## src/rtl/key_debounce_if.sv

```systemverilog
// +--------------------------------------------------------------------------+
// | key_debounce_if : key levels in, debounced lights/strobes/priority out.  |
// | Revision 1.0                                                             |
// +--------------------------------------------------------------------------+
`default_nettype none

interface key_debounce_if;
  logic [7:0] key_raw;
  logic [7:0] light;
  logic [7:0] press_pulse;
  logic       key_valid;
  logic [2:0] key_code;

  modport master (
    output key_raw,
    input  light,
    input  press_pulse,
    input  key_valid,
    input  key_code
  );

  modport slave (
    input  key_raw,
    output light,
    output press_pulse,
    output key_valid,
    output key_code
  );
endinterface

`default_nettype wire

```

## src/rtl/key_debounce.sv

```systemverilog
// +--------------------------------------------------------------------------+
// | key_debounce : 8-key synchronizer + per-key debounce FSM with press      |
// | strobes. Define KEY_DEBOUNCE_MONO_PRIORITY_EN for lowest-key-wins mode.  |
// | Revision 1.0                                                             |
// +--------------------------------------------------------------------------+
`default_nettype none

module key_debounce #(
  parameter int DEBOUNCE_CYCLES = 50000,
  parameter int CNT_W           = 20
) (
  input  logic          clk,
  input  logic          rst,
  key_debounce_if.slave bus
);

  localparam logic [1:0] ST_IDLE     = 2'd0;
  localparam logic [1:0] ST_PEND_ON  = 2'd1;
  localparam logic [1:0] ST_HELD     = 2'd2;
  localparam logic [1:0] ST_PEND_OFF = 2'd3;

  localparam logic [CNT_W-1:0] CNT_LAST = CNT_W'(DEBOUNCE_CYCLES - 1);

  logic [7:0] sync1_q, sync1_d;
  logic [7:0] sync2_q, sync2_d;
  logic [7:0] held_d;
  logic [7:0] accept_d;
  logic [7:0] light_q, light_d;
  logic [7:0] press_q, press_d;
  logic [2:0] key_code_w;

  always_comb begin
    sync1_d = bus.key_raw;
    sync2_d = sync1_q;
  end

  always_ff @(posedge clk) begin
    if (rst) begin
      sync1_q <= 8'd0;
      sync2_q <= 8'd0;
    end else begin
      sync1_q <= sync1_d;
      sync2_q <= sync2_d;
    end
  end

  for (genvar i = 0; i < 8; i++) begin : g_key
    logic [1:0]       state_q, state_d;
    logic [CNT_W-1:0] cnt_q, cnt_d;
    logic             held_bit;
    logic             accept_bit;

    always_ff @(posedge clk) begin
      if (rst) begin
        state_q <= ST_IDLE;
        cnt_q   <= '0;
      end else begin
        state_q <= state_d;
        cnt_q   <= cnt_d;
      end
    end

    always_comb begin
      state_d = state_q;
      cnt_d   = cnt_q;
      case (state_q)
        ST_IDLE: begin
          if (sync2_q[i]) begin
            state_d = ST_PEND_ON;
            cnt_d   = '0;
          end
        end
        ST_PEND_ON: begin
          if (!sync2_q[i])           state_d = ST_IDLE;
          else if (cnt_q == CNT_LAST) state_d = ST_HELD;
          else                       cnt_d   = cnt_q + 1'b1;
        end
        ST_HELD: begin
          if (!sync2_q[i]) begin
            state_d = ST_PEND_OFF;
            cnt_d   = '0;
          end
        end
        ST_PEND_OFF: begin
          if (sync2_q[i])            state_d = ST_HELD;
          else if (cnt_q == CNT_LAST) state_d = ST_IDLE;
          else                       cnt_d   = cnt_q + 1'b1;
        end
        default: state_d = ST_IDLE;
      endcase
    end

    // Light tracks the next state so it rises on the same edge as HELD entry.
    always_comb begin
      held_bit   = (state_d == ST_HELD) || (state_d == ST_PEND_OFF);
      accept_bit = (state_q == ST_PEND_ON) && (state_d == ST_HELD);
    end

    assign held_d[i]   = held_bit;
    assign accept_d[i] = accept_bit;
  end

`ifdef KEY_DEBOUNCE_MONO_PRIORITY_EN
  // Lowest held key wins; a press is masked if any lower key is held now.
  always_comb begin
    light_d = held_d & (~held_d + 8'd1);
    press_d = 8'd0;
    for (int k = 0; k < 8; k++) begin
      press_d[k] = accept_d[k] && ((held_d & ((8'd1 << k) - 8'd1)) == 8'd0);
    end
  end
`else
  always_comb begin
    light_d = held_d;
    press_d = accept_d;
  end
`endif

  always_ff @(posedge clk) begin
    if (rst) begin
      light_q <= 8'd0;
      press_q <= 8'd0;
    end else begin
      light_q <= light_d;
      press_q <= press_d;
    end
  end

  always_comb begin
    key_code_w = 3'd0;
    for (int k = 7; k >= 0; k--) begin
      if (light_q[k]) key_code_w = 3'(k);
    end
  end

  assign bus.light       = light_q;
  assign bus.press_pulse = press_q;
  assign bus.key_valid   = |light_q;
  assign bus.key_code    = key_code_w;

endmodule

`default_nettype wire

```

## src/flat_wrapper.sv

```systemverilog
// flat-port wrapper written by rule: the top's interface ports become plain ports
module key_debounce_flat 
#(
  parameter int DEBOUNCE_CYCLES = 50000,
  parameter int CNT_W           = 20
)
  (clk, rst, bus_key_raw, bus_light, bus_press_pulse, bus_key_valid, bus_key_code);
  key_debounce_if bus_i ();
  input  logic clk;
  input  logic rst;
  input wire logic [$bits(bus_i.key_raw)-1:0] bus_key_raw;
  output wire logic [$bits(bus_i.light)-1:0] bus_light;
  output wire logic [$bits(bus_i.press_pulse)-1:0] bus_press_pulse;
  output wire logic [$bits(bus_i.key_valid)-1:0] bus_key_valid;
  output wire logic [$bits(bus_i.key_code)-1:0] bus_key_code;
  assign bus_i.key_raw = bus_key_raw;
  assign bus_light = bus_i.light;
  assign bus_press_pulse = bus_i.press_pulse;
  assign bus_key_valid = bus_i.key_valid;
  assign bus_key_code = bus_i.key_code;
  key_debounce #(.DEBOUNCE_CYCLES(DEBOUNCE_CYCLES), .CNT_W(CNT_W)) u_core (.clk(clk), .rst(rst), .bus(bus_i));
endmodule
```

## config.mk

```make
export PLATFORM = sky130hd
export DESIGN_NAME = key_debounce_flat
export DESIGN_NICKNAME = d
export VERILOG_FILES = /design/src/rtl/key_debounce_if.sv /design/src/rtl/key_debounce.sv /design/src/flat_wrapper.sv
export SDC_FILE = /design/constraint.sdc
export NUM_CORES = 1
export LEC_CHECK = 0
export CORE_MARGIN = 2
export CORE_UTILIZATION = 25
export DETAILED_ROUTE_END_ITERATION = 10
export GPL_ROUTABILITY_DRIVEN = 0
export SLEW_MARGIN = 20
export SYNTH_ARGS = -nofsm -noshare
export SYNTH_HDL_FRONTEND = slang
export SYNTH_SLANG_ARGS = --single-unit
```

## constraint.sdc

```tcl
create_clock -name clk -period 3.8 [get_ports clk]
set_input_delay 1.14 -clock clk [delete_from_list [all_inputs] [get_ports clk]]
set_output_delay 1.14 -clock clk [all_outputs]
set_load 0.02 [all_outputs]
```

# == After elaboration in Yosys (flattened, before gate mapping) ==
# Cells that the tools add are included.
# classes
n_eq_ne,80
reduce_logical,33
n_addsub,8
mux,112
# ops
cell,n
two-way mux 20 bit,40
case mux 20 bit (4 select lines),8
adder 20 x 1 -> 20 bit (second input constant),8
equality test 20 x 16 -> 1 bit (second input constant),8
two-way mux 2 bit,48
equality test 2 bit (second input constant),32
case mux 2 bit (4 select lines),8
inequality test 2 x 1 -> 1 bit (second input constant),16
inequality test 2 bit (second input constant),16
AND reduction 4 bit,8
two-way mux 3 bit,8
equality test 2 x 1 -> 1 bit (second input constant),8
logical NOT 2 bit,8
logical AND 1 bit,8
logical OR 1 bit,8
OR reduction 8 bit,1
# totals
reg_bits,208
out_inout_bits,20
in_bits,10

# == Longest topological paths before layout ==
# Gate-level depths: netlist of run 1.
# depth
word_depth,8
depth_mapped,8
depth_no_buf,6

# == Worst setup path after synthesis of run 1 ==
# No wires, ideal clock.
# synth_timing
path_type,input-to-reg
start,input rst
end,register u_core.g_key[3].state_q[0]
setup_slack_ns,1.417
arrival_time_ns,2.251
required_ns,3.668
cell_stages,5
n_path_buf,4
cell_sequence,clkbuf_1 > clkbuf_1 > clkbuf_1 > buf_1 > nor2_1
# synth_rtl
element,line_no,source
from (decl),flat_wrapper.sv:10,input logic rst;
to (signal assigned),key_debounce.sv:58,state_q <= state_d;
to (decl),key_debounce.sv:48,"logic [1:0] state_q, state_d;"
# No word-level cell between the ends.

# == Final worst setup path of run 1 ==
# layout_timing
start,"register u_core.light_q[3], in the netlist u_core.bus.light[3]"
end,output bus_key_code[2]
# layout_between
elab_chain_len,4
# layout_rtl
element,line_no,source
from (decl),key_debounce.sv:28,"logic [7:0] light_q, light_d;"
from (signal assigned),key_debounce.sv:124,light_q <= light_d;
two-way mux 3 bit (4 in series),key_debounce.sv:132,if (light_q[k]) key_code_w = 3'(k);
to (decl),flat_wrapper.sv:15,output wire logic [$bits(bus_i.key_code)-1:0] bus_key_code;
# Every way passes these cells.

==> metrics.md, run 1 <==
| Metric | Value |
|---|---|
| Outcome | complete, no violations |
| WL final | 22.6 mm |
| CTS Buffer Depth | 3 |
| Grt total ovfl | 0 |
| Share of the synthesized area in the top cell type | 42.9% |
| CP Launch Type | flip-flop |
| Area Overhead vs Synth | 17.6% |
| Static Leak | 0.00349 uW |
| DRC | 0 |
| I/O pins | 30 |
| Final ANT Viol Nets | 0 |
| Largest family of logic cells by synthesized area | simple AND/OR/NAND/NOR gates |
| FP Rows | 72 |
| R2R Setup Slk | 1.22 ns |
| Setup TNS | 0 ns |
| Dpl cells | 1,681 |
| DRT iter0 DRCs | 701 |
| CP arrival | 2.04 ns |
| Sequential-to-total area share from yosys stat | 42.9% |
| Final Slew Violations | 0 |
| Synth Flop Type | dfxtp_1 |
| CTS sink count | 208 |
| H-tree levels | 1 |
| RR Startpoint | u_core.g_key[4].state_q[0] |
| Post-synth cell types | 54 |
| Setup Viol. Count Final | 0 |
| Required @ worst endpoint | 2.66 ns |
| Area share of fa/ha/maj cells after synthesis | 1.03% |
| Min Tclk post-route | 3.18 ns |
| Setup WS pre-CTS | 1.12 ns |
| Max_cap viols | 0 |
| CP top delay family | buffers and inverters |
| Initial core utilization | 25.2% |
| Area leader, netlist | dfxtp_1 |
| Setup ws final | 0.623 ns |
| Initial DRT Pass Iterations | 5 |
| CTS-repair resized insts | 0 |
| Crit path to | bus_key_code[2] |
| PnR Total Power | 4830 uW |
| Wire per inst | 13.1 um |
| Post-CTS setup buffer count | 0 |
| Synth area leaders | dfxtp_1, a21oi_1, nor2_1 |
| Port Buffers | 29 |
| Post-synth EDFFs | 0 |
| Via count | 8,553 |
| Root buf cell | clkbuf_16 |
| Antenna diode count | 0 |
| Syn_area_per_cell | 8.32 sq um |
| Hold Path Class | flip-flop to flip-flop |
| CP Buf/Inv Count | 1 |
| Die X | 201 um |
| Synth Register Bits | 208 |
| Final instance area | 0.0114 sq mm |
| CTS Hold Bufs | 0 |
| CTS tree | yes |
| Maximum vdd drop | 0.276 mV |
| Clock Skew | 0.0164 ns |
| Critical path, cell by cell | nor4_1 -> nor2b_1 -> clkdlybuf4s50_1 |
| Die Ht | 201 um |
| Slowest cell on crit path | clkdlybuf4s50_1 |
| Post-Syn Instances | 1,167 |
| Final Non-Filler Cells | 1,724 |
| Fraction of final layout cells sized beyond drive strength 1 | 5.89% |
| Cts bufs inserted | 23 |
| Worst reg2reg endpoint | u_core.g_key[4].cnt_q[4] |
| Die area | 0.0404 sq mm |
| Pwr Density | 423 mW/mm^2 |
| Clk_lat worst skew | 0.52 ns |
| Reg2Reg Depth | 6 |
| Post-synthesis mux area share | 0.412% |
| CP max FO | 4 |
| Final Hold Viols | 0 |
| RSZ-0062 raised after global routing | no |
| Reg clk slew, reported paths | 0.06 ns |
| Hold_sp | u_core.sync1_q[1] |
| Beginning of the critical path | u_core.bus.light[3] |
| Synth top cells by count | dfxtp_1, a21oi_1, nor2_1, nand2_1, o21ai_0 |
| Initial antenna violation count | 2 |
| Total Routing Usage GR | 10.9% |
| Post-Syn Nets | 1,185 |
| Area of the mapped netlist | 0.00971 sq mm |
| Hpwl dp | 15.4 mm |
| DP Area | 0.0106 sq mm |
| NumNets Final | 1,207 |
| Worst path max stage delay | 0.61 ns |
| Worst-margin pin slew | 0.960 ns |
| FFs w/ async S/R, synth | 0% |
| Synth warnings | 0 |
| Simple-Gate Fraction of Synth Area | 31.2% |
| Synth Area in Compound Gates | 15.7% |
| First-pass GRT wire length | 37.8 mm |
| Crit path kind | flip-flop to output pin |
| Most common cell in the netlist | dfxtp_1 |
| Vias per inst | 4.96 |
| Xor and xnor area share after synthesis | 5.86% |
| Crit end category | output pin |
| Vias in the first global route | 7,646 |
| Fmax | 315 MHz |
| Core area | 0.0385 sq mm |
| Slew HR | 35.9% |
| Largest net degree at the start of global routing | 65 |
| Crit path depth | 3 |
| Tcrit/Tclk final | 83.6% |
## per-stage QoR
stage / hold slack [ns] / util (%)
global route: 0.457 / 29.7
global placement: 0.416 / 27.4
floorplan: 0.414 / -
CTS: 0.443 / 29.6
detailed placement: 0.428 / 27.4
finish: 0.439 / 29.7
## state kept, by name, indices dropped and copies added (netlist names)
| name | count |
|---|---|
| u_core.bus.light | 8 |
| u_core.sync2_q | 8 |
| u_core.sync1_q | 8 |
| u_core.bus.press_pulse | 8 |
| u_core.g_key.state_q | 16 |
| u_core.g_key.cnt_q | 160 |
## layout by cell type (no fill, tap or decap), drive strengths merged, types with 25 or more instances in the layout
master	synthesis	routed
clkbuf	30	27
nand2	87	87
nand3	69	69
or4	34	34
or3	61	61
xnor2	27	27
inv	29	30
clkdlybuf4s50	0	28
xor2	38	38
dfxtp	208	208
a21oi	111	111
o21ai	78	78
nor2	103	103
nand4	33	33
nor3	25	25
nor4	26	26
## metal layers
layer / wire length [um] / part of all wire [%] / GRT usage [%]
met1: 11500 / 51 / 15.9
met2: 9510 / 42 / 16.4
met3: 1120 / 5.0 / 1.98
met4: 418 / 1.9 / 2.75
met5: 0 / 0 / 0
## area by class of cell
cell class                      instances  area [sq um]
Tap cell                              518           648
Multi-Input combinational cell        888          5270
Inverter                               29           109
Fill cell                            4078         27100
Sequential cell                       208          4160
Timing Repair Buffer                   39           373
Clock buffer                           27           611
Clock inverter                         15           240
## where the power goes
group / leakage [uW] / switching (uW) / internal, uW
sequential: 0.00168 / 15.9 / 2190
clock: 0.000410 / 932 / 1560
combinational: 0.00140 / 80.9 / 40.9
## cell families after synthesis
family	count (synthesis)
and+or+nand+nor	550
AOI/OAI and AO/OA	261
DFF	208
buffers and inverters	71
xor gates and xnor gates	65
adders and majority gates	8
muxes	4
## worst min path at each step
stage / endpoint / slack (ns) / cells past startpoint
5_1_grt: u_core.sync2_q[4] / 0.46 / 1
3_3_place_gp: u_core.sync2_q[2] / 0.42 / 1
6_report: u_core.sync2_q[1] / 0.44 / 1
4_1_cts: u_core.sync2_q[1] / 0.44 / 1
2_1_floorplan: u_core.sync2_q[0] / 0.41 / 1
3_5_place_dp: u_core.sync2_q[1] / 0.43 / 1
Note: power is estimated with default switching activity, not from simulation.
==> run 2, diff against run 1 <==
==> constraint.sdc (replaced) <==
create_clock -name clk -period 3.19 [get_ports clk]
set_input_delay 0.957 -clock clk [delete_from_list [all_inputs] [get_ports clk]]
set_output_delay 0.957 -clock clk [all_outputs]
set_load 0.02 [all_outputs]
==> run 2 against run 1 <==
Compared with the run above:
- cell count is 0.41% higher
- non-clock buffer count increased by 7
- global-route usage increased by 0.057 points
- via count grew 0.46%
- register-to-register slack got worse by 0.51 ns
- first-iteration DRC count is 13% lower
- sequential power up 19%
- largest cell class unchanged
- sequential share of layout area is 0.18 points lower
- power is 20% higher
- die area unchanged
- clock power increased by 20%
==> metrics.md, run 2 (synthesis gave the netlist of run 1 again) <==
| Metric | Value |
|---|---|
| Outcome | complete, no violations (unchanged) |
| Die X | 201 um (unchanged) |
| Sw frac | 20.8% (was 21.3%) |
| Area Overhead vs Synth | 18.2% (was 17.6%) |
| Clk_lat worst skew | 0.52 ns (about the same) |
| R2R Setup Slk | 0.71 ns (was 1.22 ns) |
| CTS-repair resized insts | 0 (unchanged) |
| Cts bufs inserted | 24 (was 23) |
| Top reg by flops | u_core.g_key.cnt_q (unchanged) |
| Pwr Density | 503 mW/mm^2 (was 423 mW/mm^2) |
| I/O pins | 30 (unchanged) |
| CTS Buffer Depth | 3 (unchanged) |
| Fraction of final layout cells sized beyond drive strength 1 | 6.18% (was 5.89%) |
| Largest net degree at the start of global routing | 45 (was 65) |
| Grt total ovfl | 0 (unchanged) |
| Final ANT Viol Nets | 0 (unchanged) |
| Static Leak | 0.00354 uW (was 0.00349 uW) |
| Setup WS pre-CTS | 0.725 ns (was 1.12 ns) |
| Root buf cell | clkbuf_16 (unchanged) |
| CTS sink count | 208 (unchanged) |
| Antenna diode count | 0 (unchanged) |
| Core area | 0.0385 sq mm (unchanged) |
| Final Non-Filler Cells | 1,731 (was 1,724) |
| First-pass GRT wire length | 38.2 mm (was 37.8 mm) |
| Final Slew Violations | 0 (unchanged) |
| Fmax | 330 MHz |
| Combinational power share | 2.5% (about the same) |
| Final Hold Viols | 0 (unchanged) |
| Max_cap viols | 0 (unchanged) |
| Commonest non-fill, non-tap cell in the layout | dfxtp_1 (unchanged) |
| Post-CTS setup buffer count | 0 (unchanged) |
| Setup ws final | 0.158 ns (was 0.623 ns) |
| DRC | 0 (unchanged) |
| CP arrival | 2.08 ns (was 2.04 ns) |
| Final instance area | 0.0115 sq mm (was 0.0114 sq mm) |
| CP max FO | 4 (unchanged) |
| Hold_sp | u_core.sync1_q[3] (was u_core.sync1_q[1]) |
| FP Rows | 72 (unchanged) |
| Largest register FFs | 160 (unchanged) |
| Vias in the first global route | 7,862 (was 7,646) |
| WL final | 22.6 mm (about the same) |
| RR Startpoint | u_core.g_key[6].cnt_q[5] (was u_core.g_key[4].state_q[0]) |
| Worst reg2reg endpoint | u_core.g_key[6].cnt_q[2] (was u_core.g_key[4].cnt_q[4]) |
| Total Routing Usage GR | 10.9% (about the same) |
| CP Launch Type | flip-flop (unchanged) |
| Die area | 0.0404 sq mm (unchanged) |
| Min Tclk post-route | 3.03 ns |
| Most frequent cells in the layout | dfxtp_1, a21oi_1, nor2_1, nand2_1 (unchanged) |
| Port Buffers | 29 (unchanged) |
| Power share of the clock group | 51.8% (was 51.7%) |
| Dpl cells | 1,689 (was 1,681) |
| Die Ht | 201 um (unchanged) |
| Required @ worst endpoint | 2.23 ns (was 2.66 ns) |
| Crit path kind | flip-flop to output pin (unchanged) |
| PnR Total Power | 5770 uW (was 4830 uW) |
| Wire per inst | 13.1 um (about the same) |
| Initial DRT Pass Iterations | 7 (was 5) |
| Reg2Reg Depth | 5 (was 6) |
| Int Power | 4570 uW (was 3800 uW) |
| H-tree levels | 1 (unchanged) |
| Clock Skew | 0.0185 ns (was 0.0164 ns) |
| RSZ-0062 raised after global routing | no (unchanged) |
| DRT iter0 DRCs | 611 (was 701) |
| Hpwl dp | 15.7 mm (was 15.4 mm) |
| Worst-margin pin slew | 1.06 ns (was 0.960 ns) |
| CTS tree | yes (unchanged) |
| DP Area | 0.0106 sq mm (about the same) |
| Maximum vdd drop | 0.318 mV (was 0.276 mV) |
| Sequential power share | 45.6% (was 45.8%) |
| Initial antenna violation count | 0 (was 2) |
| Vias per inst | 4.96 (about the same) |
| Crit path to | bus_key_code[1] (was bus_key_code[2]) |
| Crit end category | output pin (unchanged) |
| P_sw | 1200 uW (was 1030 uW) |
| Reg clk slew, reported paths | 0.06 ns (about the same) |
| Hold Path Class | flip-flop to flip-flop (unchanged) |
| Setup TNS | 0 ns (unchanged) |
| Via count | 8,592 (was 8,553) |
| Top Registers | u_core.g_key.cnt_q (160), u_core.g_key.state_q (16) (unchanged) |
| Beginning of the critical path | u_core.bus.light[6] (was u_core.bus.light[3]) |
| Slew HR | 29.1% (was 35.9%) |
| Initial core utilization | 25.2% (unchanged) |
| CTS Hold Bufs | 0 (unchanged) |
| Tcrit/Tclk final | 95.1% |
| Setup Viol. Count Final | 0 (unchanged) |
| NumNets Final | 1,215 (was 1,207) |
-- run 2: cell count changes in the layout (fill, tap and decap cells not counted) --
cell / previous run / this run
clkbuf_1: 2 / 4
inv_8: 0 / 1
clkbuf_8: 2 / 3
clkinvlp_4: 3 / 1
nor4_2: 2 / 1
clkinv_2: 4 / 2
clkbuf_16: 23 / 25
bufinv_16: 6 / 5
buf_4: 9 / 18
nor4_1: 24 / 25
buf_12: 1 / 0
inv_6: 1 / 0
buf_2: 1 / 0
-- run 2: area by class of cell --
class	count	area, sq um
inverter	29	109
clock buffer	32	682
clock inverter	10	188
multi-input combinational	888	5260
timing repair buffer	46	415
sequential	208	4160
tap	518	648
fill	4056	27000
-- run 2: worst min path at each step --
stage / endpoint / slack, ns / cells past startpoint
after detailed placement: u_core.sync2_q[4] / 0.42 / 1
after global placement: u_core.sync2_q[0] / 0.42 / 1
after global routing: u_core.sync2_q[3] / 0.46 / 1
after CTS: u_core.sync2_q[4] / 0.44 / 1
final: u_core.sync2_q[3] / 0.44 / 1
after floorplan: u_core.sync2_q[0] / 0.41 / 1
-- run 2: layer usage --
metal  track usage [%]  vias up  wire length [um]
met3              1.87       35              1300
met4              3.31        0               509
met5                 0        -                 0
met1              15.5     4029             11100
li1                  -     4355                 -
met2              16.9      173              9750
-- run 2: power groups by stage --
stage / Combinational (uW) / Clock (uW) / Sequential, uW
2_1_floorplan: 107 / 0 / 2680
3_3_place_gp: 147 / 0 / 2690
3_5_place_dp: 148 / 0 / 2690
4_1_cts: 149 / 3080 / 2630
5_1_grt: 165 / 3180 / 2630
6_report: 147 / 2990 / 2630
-- run 2: worst max-delay path, stage by stage (launching register included) --
cell and delay [ns]:
dfxtp_1 0.48, nor2_1 0.07, nor3_1 0.15, nor3_1 0.06, nor3_1 0.16, clkdlybuf4s50_1 0.64
-- run 2: per-stage QoR --
| stage | hold WS [ns] | util, % |
|---|---|---|
| after CTS | 0.438 | 29.8 |
| after detailed placement | 0.423 | 27.6 |
| after floorplan | 0.414 | - |
| final | 0.436 | 29.8 |
| after global routing | 0.459 | 29.8 |
| after global placement | 0.418 | 27.6 |
==> run 3, diff against run 2 <==
--- a/config.mk
+++ b/config.mk
@@ -9,6 +9,7 @@
 export CORE_UTILIZATION = 25
 export DETAILED_ROUTE_END_ITERATION = 10
 export GPL_ROUTABILITY_DRIVEN = 0
+export PLACE_DENSITY = 0.45
 export SLEW_MARGIN = 20
 export SYNTH_ARGS = -nofsm -noshare
 export SYNTH_HDL_FRONTEND = slang
==> run 3 against run 2 <==
Compared with the run above:
- global-route usage rose by 0.90 points
- flip-flop and latch count did not move
- register-to-register slack improved by 0.14 ns
- largest power group unchanged
- non-clock buffer count rose by 4
- clock power barely moved
- core utilization rose by 0.15 points
- highest routed layer unchanged
- fmax rose by 3.2%
- cell count rose by 0.40%
- die area did not move
- critical path depth fell by 2
- setup slack improved by 0.094 ns
==> metrics.md, run 3 (synthesis gave the netlist of run 1 again) <==
| Metric | Value |
|---|---|
| I/O pins | 30 (unchanged) |
| CTS tree | yes (unchanged) |
| WL final | 24.3 mm (was 22.6 mm) |
| CTS Hold Bufs | 0 (unchanged) |
| Fraction of final layout cells sized beyond drive strength 1 | 6.89% (was 6.18%) |
| Largest register FFs | 160 (unchanged) |
| Tcrit/Tclk final | 92.1% (was 95.1%) |
| H-tree levels | 1 (unchanged) |
| Fillers | 4,126 (was 4,056) |
| Combinational power share | 2.7% (was 2.5%) |
| Post-CTS setup buffer count | 0 (unchanged) |
| Top reg by flops | u_core.g_key.cnt_q (unchanged) |
| Vias per inst | 4.89 (was 4.96) |
| Final Hold Viols | 0 (unchanged) |
| NumNets Final | 1,220 (was 1,215) |
| Root buf cell | clkbuf_16 (unchanged) |
| Die area | 0.0404 sq mm (unchanged) |
| Initial DRT Pass Iterations | 5 (was 7) |
| Grt total ovfl | 0 (unchanged) |
| Total Routing Usage GR | 11.8% (was 10.9%) |
| Top Registers | u_core.g_key.cnt_q (160), u_core.g_key.state_q (16) (unchanged) |
| CTS-repair resized insts | 0 (unchanged) |
| Maximum vdd drop | 0.323 mV (was 0.318 mV) |
| Wire per inst | 14.0 um (was 13.1 um) |
| Sw frac | 21.6% (was 20.8%) |
| CTS sink count | 208 (unchanged) |
| DP Area | 0.0107 sq mm (was 0.0106 sq mm) |
| Top Layer Used | met4 (unchanged) |
| CP max FO | 4 (unchanged) |
| Crit end category | output pin (unchanged) |
| Most frequent cells in the layout | dfxtp_1, a21oi_1, nor2_1, nand2_1 (unchanged) |
| Pwr Density | 501 mW/mm^2 (was 503 mW/mm^2) |
| CP arrival | 1.98 ns (was 2.08 ns) |
| CP Launch Type | flip-flop (unchanged) |
| Area Overhead vs Synth | 18.8% (was 18.2%) |
| Core area | 0.0385 sq mm (unchanged) |
| Outcome | complete, no violations (unchanged) |
| Clk_lat worst skew | 0.52 ns (about the same) |
| Port Buffers | 29 (unchanged) |
| Met2 wire len | 10.6 mm (was 9.75 mm) |
| Commonest non-fill, non-tap cell in the layout | dfxtp_1 (unchanged) |
| Sequential power share | 45.6% (about the same) |
| WL met1 | 12.1 mm (was 11.1 mm) |
| Min Tclk post-route | 2.94 ns (was 3.03 ns) |
| DRC | 0 (unchanged) |
| P_sw | 1250 uW (was 1200 uW) |
| Required @ worst endpoint | 2.23 ns (about the same) |
| Final Slew Violations | 0 (unchanged) |
| Final instance area | 0.0115 sq mm (about the same) |
| CTS Buffer Depth | 3 (unchanged) |
| Cts bufs inserted | 25 (was 24) |
| Via count | 8,507 (was 8,592) |
| Fmax | 340 MHz (was 330 MHz) |
| Wire length on met3 | 1.04 mm (was 1.30 mm) |
| R2R Setup Slk | 0.85 ns (was 0.71 ns) |
| Largest net degree at the start of global routing | 43 (was 45) |
| Crit path kind | flip-flop to output pin (unchanged) |
| Clock Skew | 0.0156 ns (was 0.0185 ns) |
| Initial core utilization | 25.2% (unchanged) |
| RSZ-0062 raised after global routing | no (unchanged) |
| Vias in the first global route | 8,017 (was 7,862) |
| Static Leak | 0.00358 uW (was 0.00354 uW) |
| Int Power | 4530 uW (was 4570 uW) |
| FP Rows | 72 (unchanged) |
| Slew HR | 32.3% (was 29.1%) |
| Final ANT Viol Nets | 0 (unchanged) |
| Die Ht | 201 um (unchanged) |
| Hold Path Class | flip-flop to flip-flop (unchanged) |
| First-pass GRT wire length | 40.8 mm (was 38.2 mm) |
| Setup TNS | 0 ns (unchanged) |
| Antenna diode count | 0 (unchanged) |
| DRT iter0 DRCs | 363 (was 611) |
| Reg clk slew, reported paths | 0.06 ns (about the same) |
| Setup Viol. Count Final | 0 (unchanged) |
| Die X | 201 um (unchanged) |
| Hpwl dp | 16.8 mm (was 15.7 mm) |
| Max_cap viols | 0 (unchanged) |
| Initial antenna violation count | 0 (unchanged) |
| Power share of the clock group | 51.7% (was 51.8%) |
| Worst-margin pin slew | 1.01 ns (was 1.06 ns) |
## run 3: path summary, 6_finish.rpt
kind | startpoint | end | depth (start not counted)
max | u_core.bus.light[0] | bus_key_code[2] | 3
min | u_core.sync1_q[3] | u_core.sync2_q[3] | 1
max reg2reg | u_core.g_key[6].cnt_q[5] | u_core.g_key[6].state_q[1] | 5
min reg2reg | u_core.sync1_q[3] | u_core.sync2_q[3] | 1
## run 3: through the flow
step	total power [uW]	utilization [%]	std cells	hold WS [ns]	setup slack [ns]
finish	5770	30.0	1738	0.449	0.251
global route	6000	30.0	1738	0.470	0.0670
CTS	5880	30.0	1738	0.447	0.187
detailed placement	2850	27.7	1693	0.424	0.747
global placement	2850	27.7	1693	0.417	0.736
floorplan	2790	-	1167	0.414	0.990
## run 3: layout make-up
class	count	area, sq um	area share (%)
clock buffers	35	743	6.45
clock inverters	10	129	1.12
inverters	29	109	0.944
multi-input cells	888	5260	45.7
flip-flops and latches	208	4160	36.1
well taps	518	648	5.62
repair buffers	50	470	4.08
## run 3: metal layers
metal  track usage (%)  vias up
li1                  -     4379
met2              18.8       86
met3              2.48       34
met1              16.3     4008
met4              3.10        0
met5                 0        -
## run 3: power groups by stage
stage          sequential, uW  combinational [uW]  clock (uW)
3_3_place_gp             2690                 161           0
4_1_cts                  2630                 161        3090
6_report                 2630                 158        2980
3_5_place_dp             2690                 161           0
5_1_grt                  2630                 177        3190
2_1_floorplan            2680                 107           0
## run 3: critical path, cell delays in order, from the launching register on
cell	delay, ns
dfxtp_1	0.34
nor4_1	0.35
nor2b_1	0.18
clkdlybuf4s50_1	0.61
